**src/rtl/alu_fsm.sv**
```systemverilog
// Sequencer stepping the register file and ALU through one ALU-class instruction.
// Define ALUFSM_UNARY_EN to let unary functions (func 4'b11xx) skip the operand-B load.
module alu_fsm (
    input  logic        i_clk,
    input  logic        i_rst,
    input  logic [15:0] i_instruction,
    output logic        o_done,
    output logic [4:0]  o_rxOut,
    output logic        o_ALUin0,
    output logic        o_ALUin1,
    output logic        o_ALUoutlatch,
    output logic        o_ALUoutEN,
    output logic [4:0]  o_rxIn,
    output logic        o_pcInc
);

    typedef enum logic [2:0] {
        IDLE  = 3'd0,
        LOAD0 = 3'd1,
        LOAD1 = 3'd2,
        EXEC  = 3'd3,
        WRITE = 3'd4,
        DONE  = 3'd5
    } state_t;

    state_t     r_state;
    state_t     w_next;
    logic [4:0] r_ra;
    logic [4:0] r_rb;
    logic       w_start;
    logic       w_unused;

    // Func and the reserved bit never steer the default sequence.
    assign w_unused = ^{i_instruction[14:11], i_instruction[5]};

    // DONE accepts a new instruction just like IDLE, giving a 5-cycle issue period.
    assign w_start = ((r_state == IDLE) || (r_state == DONE))
                     && i_instruction[15];

`ifdef ALUFSM_UNARY_EN
    logic [3:0] r_func;
    logic       w_unary;

    assign w_unary = (r_func[3:2] == 2'b11);
`endif

    always_ff @(posedge i_clk) begin
        if (i_rst) begin
            r_state <= IDLE;
            r_ra    <= 5'd0;
            r_rb    <= 5'd0;
`ifdef ALUFSM_UNARY_EN
            r_func  <= 4'd0;
`endif
        end else begin
            r_state <= w_next;
            if (w_start) begin
                r_ra   <= i_instruction[10:6];
                r_rb   <= i_instruction[4:0];
`ifdef ALUFSM_UNARY_EN
                r_func <= i_instruction[14:11];
`endif
            end
        end
    end

    always_comb begin
        w_next        = r_state;
        o_done        = 1'b0;
        o_rxOut       = 5'd0;
        o_ALUin0      = 1'b0;
        o_ALUin1      = 1'b0;
        o_ALUoutlatch = 1'b0;
        o_ALUoutEN    = 1'b0;
        o_rxIn        = 5'd0;
        o_pcInc       = 1'b0;
        unique case (r_state)
            IDLE: begin
                w_next = w_start ? LOAD0 : IDLE;
            end
            LOAD0: begin
                o_rxOut  = r_ra;
                o_ALUin0 = 1'b1;
`ifdef ALUFSM_UNARY_EN
                w_next   = w_unary ? EXEC : LOAD1;
`else
                w_next   = LOAD1;
`endif
            end
            LOAD1: begin
                o_rxOut  = r_rb;
                o_ALUin1 = 1'b1;
                w_next   = EXEC;
            end
            EXEC: begin
                o_ALUoutlatch = 1'b1;
                w_next        = WRITE;
            end
            WRITE: begin
                o_ALUoutEN = 1'b1;
                o_rxIn     = r_ra;
                w_next     = DONE;
            end
            DONE: begin
                o_done  = 1'b1;
                o_pcInc = 1'b1;
                w_next  = w_start ? LOAD0 : IDLE;
            end
            default: begin
                w_next = IDLE;
            end
        endcase
    end

endmodule

```
**config.mk**
```make
export PLATFORM = sky130hd
export DESIGN_NAME = alu_fsm
export DESIGN_NICKNAME = d
export VERILOG_FILES = /design/src/rtl/alu_fsm.sv
export SDC_FILE = /design/constraint.sdc
export NUM_CORES = 1
export LEC_CHECK = 0
export CAP_MARGIN = 10
export CORE_MARGIN = 10
export CORE_UTILIZATION = 42
export CTS_CLUSTER_SIZE = 40
export DETAILED_ROUTE_END_ITERATION = 10
export PLACE_DENSITY = 0.83
export REMOVE_ABC_BUFFERS = 1
export SYNTH_ARGS = -nofsm -noshare
export SYNTH_HDL_FRONTEND = slang
export SYNTH_SLANG_ARGS = --single-unit
```
**constraint.sdc**
```tcl
create_clock -name i_clk -period 2.9 [get_ports i_clk]
set_input_delay 0.58 -clock i_clk [delete_from_list [all_inputs] [get_ports i_clk]]
set_output_delay 0.58 -clock i_clk [all_outputs]
set_load 0.01 [all_outputs]
```
==> metrics.txt <==
number of global-route vias before repair=660; Slew Viols, Final=0; gpl congestion=0.662; LEAKAGE=0.402 nW; area delta synth->final=45.7%; DIE WIDTH=60.8 um; WHS Path Cells=2; RSZ-0062 raised after global routing=no; Top Ports=34; Synth Register Bits=13; Synth Flop Type=dfxtp_1; Async SR Flop Fraction=0%; antenna diode count=0; EDFF count, synth=0; Reg area=260 um^2; Util after Layout=66.0%; post-synth top area share=37.3%; crit path cell chain=nor3b_2 > a22o_1 > clkdlybuf4s50_1; Post-Syn Area per Cell=9.56 um^2; MaxCap Viol Count=0; Clock Power Share=26.8%; Via Count=618; hold-fix buffer count after cts=0; row cnt=14; Hold Vio Cnt, Final=0; CTS sink cnt=13; fillcell total=142; final setup violation count=0; min-delay worst type=reg -> reg; YS warnings=0; Slew headroom=62.0%; Setup crit end kind=output port; Overflow after GRT=0; CTS buffer count=3; Final TNS setup=0 ns; finished layout cell area=1020 um^2; first-pass GRT wire length=2.97 mm; Net Sw Power=0.108 mW; Nets=121; final setup skew=0.00179 ns; Core ar.=1540 um^2; critical path required time=2.32 ns; Avg WL per Cell=14.3 um; max incr delay on CP=0.55 ns; die height=60.8 um; count leader, synth=nand2b_1; worst-case reg-to-reg path depth=4; register area share after synthesis=37.3%; total setup buffers inserted after CTS=0; CTS tree=done; status=finished clean; CP Launch Type=flip-flop; detailed placement HPWL=1.29 mm; count of cell types in the netlist=16; Pre-antenna DRT Iters=4; largest fanout on the critical path=8; initial core utilization=45.3%; Multi-input gate area=408 um^2; Max Buffers Root-to-Sink=2; CTS Root Cell=clkbuf_4; IO buf count=28; # H-tree levels=1; Tcrit/Tclk final=89.3%; Combinational Power Share=22.9%; CTS resizes=0; Post-Syn Instances=73; Vias/cell=5.24; Yosys top cell by area=dfxtp_1; kind of critical path=reg -> out; Total Power=0.411 mW; fmax=0.386 GHz; DIE AREA=3690 um^2; GRT Total Usage=10.6%; Int Pwr=0.304 mW; clock slew at reported path FFs=0.08 ns; Flop pwr share=50.3%; layout cells sized above 1=8.82%; most frequent cells after synthesis=nand2b_1, dfxtp_1, mux2i_1; crit path DAT=2.01 ns; drt total wl=1.69 mm; Sw Ratio=26.1%; Crit-path slowest cell=clkdlybuf4s50_1; worst skew pair latency=0.27 ns; Slew @ Worst Pin=0.568 ns; largest net degree at the start of global routing=24; Area after DPL=991 um^2; initial DRC count=12; post-route ant nets=0; drt drc=0; Area contributors post-synth=dfxtp_1, nand2b_1, mux2i_1, a22o_1, and2_1; minimum clock period=2.59 ns; maximum vdd ir drop=0.000243 V; initial antenna violation count=0; Power Dens Cells=404 nW/um^2; Mapped Area=698 um^2
routing by layer:
| layer | routed length, um | vias up | global-route usage, % |
|---|---|---|---|
| met5 | 0 | - | 0 |
| met4 | 0 | 0 | 0.940 |
| met3 | 154 | 0 | 6.47 |
| met2 | 813 | 21 | 17.6 |
| met1 | 717 | 288 | 11.6 |
| li1 | - | 309 | - |
power by group through the flow:
stage | clock network, mW | logic (mW) | registers (mW)
2_1_floorplan | 0 | 0.0491 | 0.207
3_3_place_gp | 0 | 0.0932 | 0.210
3_5_place_dp | 0 | 0.0952 | 0.211
4_1_cts | 0.116 | 0.0960 | 0.207
5_1_grt | 0.126 | 0.105 | 0.210
6_report | 0.110 | 0.0942 | 0.207
metrics by stage:
step	setup WS, ns	hold slack [ns]	cells
after global placement	0.649	0.461	114
final	0.310	0.478	118
after CTS	0.287	0.480	118
after global routing	0.129	0.510	118
after floorplan	0.875	0.448	67
after detailed placement	0.600	0.461	114
state kept, by name, summed over array words and instances, names as in the netlist:
register and count:
r_state 3, r_ra 5, r_rb 5
layout make-up:
type                    count  area share, %
clock buffers               4           2.58
flip-flops and latches     13           25.6
multi-input cells          54           40.1
repair buffers             31           29.8
well taps                  16           1.97
cells in the final DEF (no fill, tap or decap):
cell / n
a2111oi_0: 1
a21boi_0: 1
a22o_1: 5
and2_1: 5
and3b_1: 2
buf_4: 3
clkbuf_1: 1
clkbuf_4: 3
clkdlybuf4s50_1: 28
dfxtp_1: 13
mux2i_1: 10
nand2b_1: 20
nor2_1: 4
nor3_1: 1
nor3b_1: 1
nor3b_2: 3
xor2_1: 1
logic make-up (layout without fill, tap and decap cells):
family	after synthesis	count (layout)	synth area share, %
AOI/OAI and AO/OA	7	7	8.60
xor gates and xnor gates	1	1	1.25
buffers and inverters	6	35	5.02
DFF	13	13	37.3
muxes	10	10	14.3
and+or+nand+nor	36	36	33.5
worst paths after layout:
kind | start | endpoint | slack, ns
worst max-delay path | r_state[1]$_SDFF_PP0_ | o_rxOut[4] | 0.31
worst min-delay path | r_rb[2]$_SDFFE_PP0P_ | r_rb[2]$_SDFFE_PP0P_ | 0.48
worst max register to register | r_state[2]$_SDFF_PP0_ | r_rb[0]$_SDFFE_PP0P_ | 1.63
worst min register to register | r_rb[2]$_SDFFE_PP0P_ | r_rb[2]$_SDFFE_PP0P_ | 0.48
critical path, delay by kind of cell, from the launching register on:
| kind | cells | cell delay (ns) |
|---|---|---|
| buffers and inverters | 1 | 0.55 |
| AND/OR/NAND/NOR | 1 | 0.50 |
| flip-flops | 1 | 0.46 |
| AO/OA/AOI/OAI | 1 | 0.24 |
No activity file was read; power rests on OpenSTA's default activity.
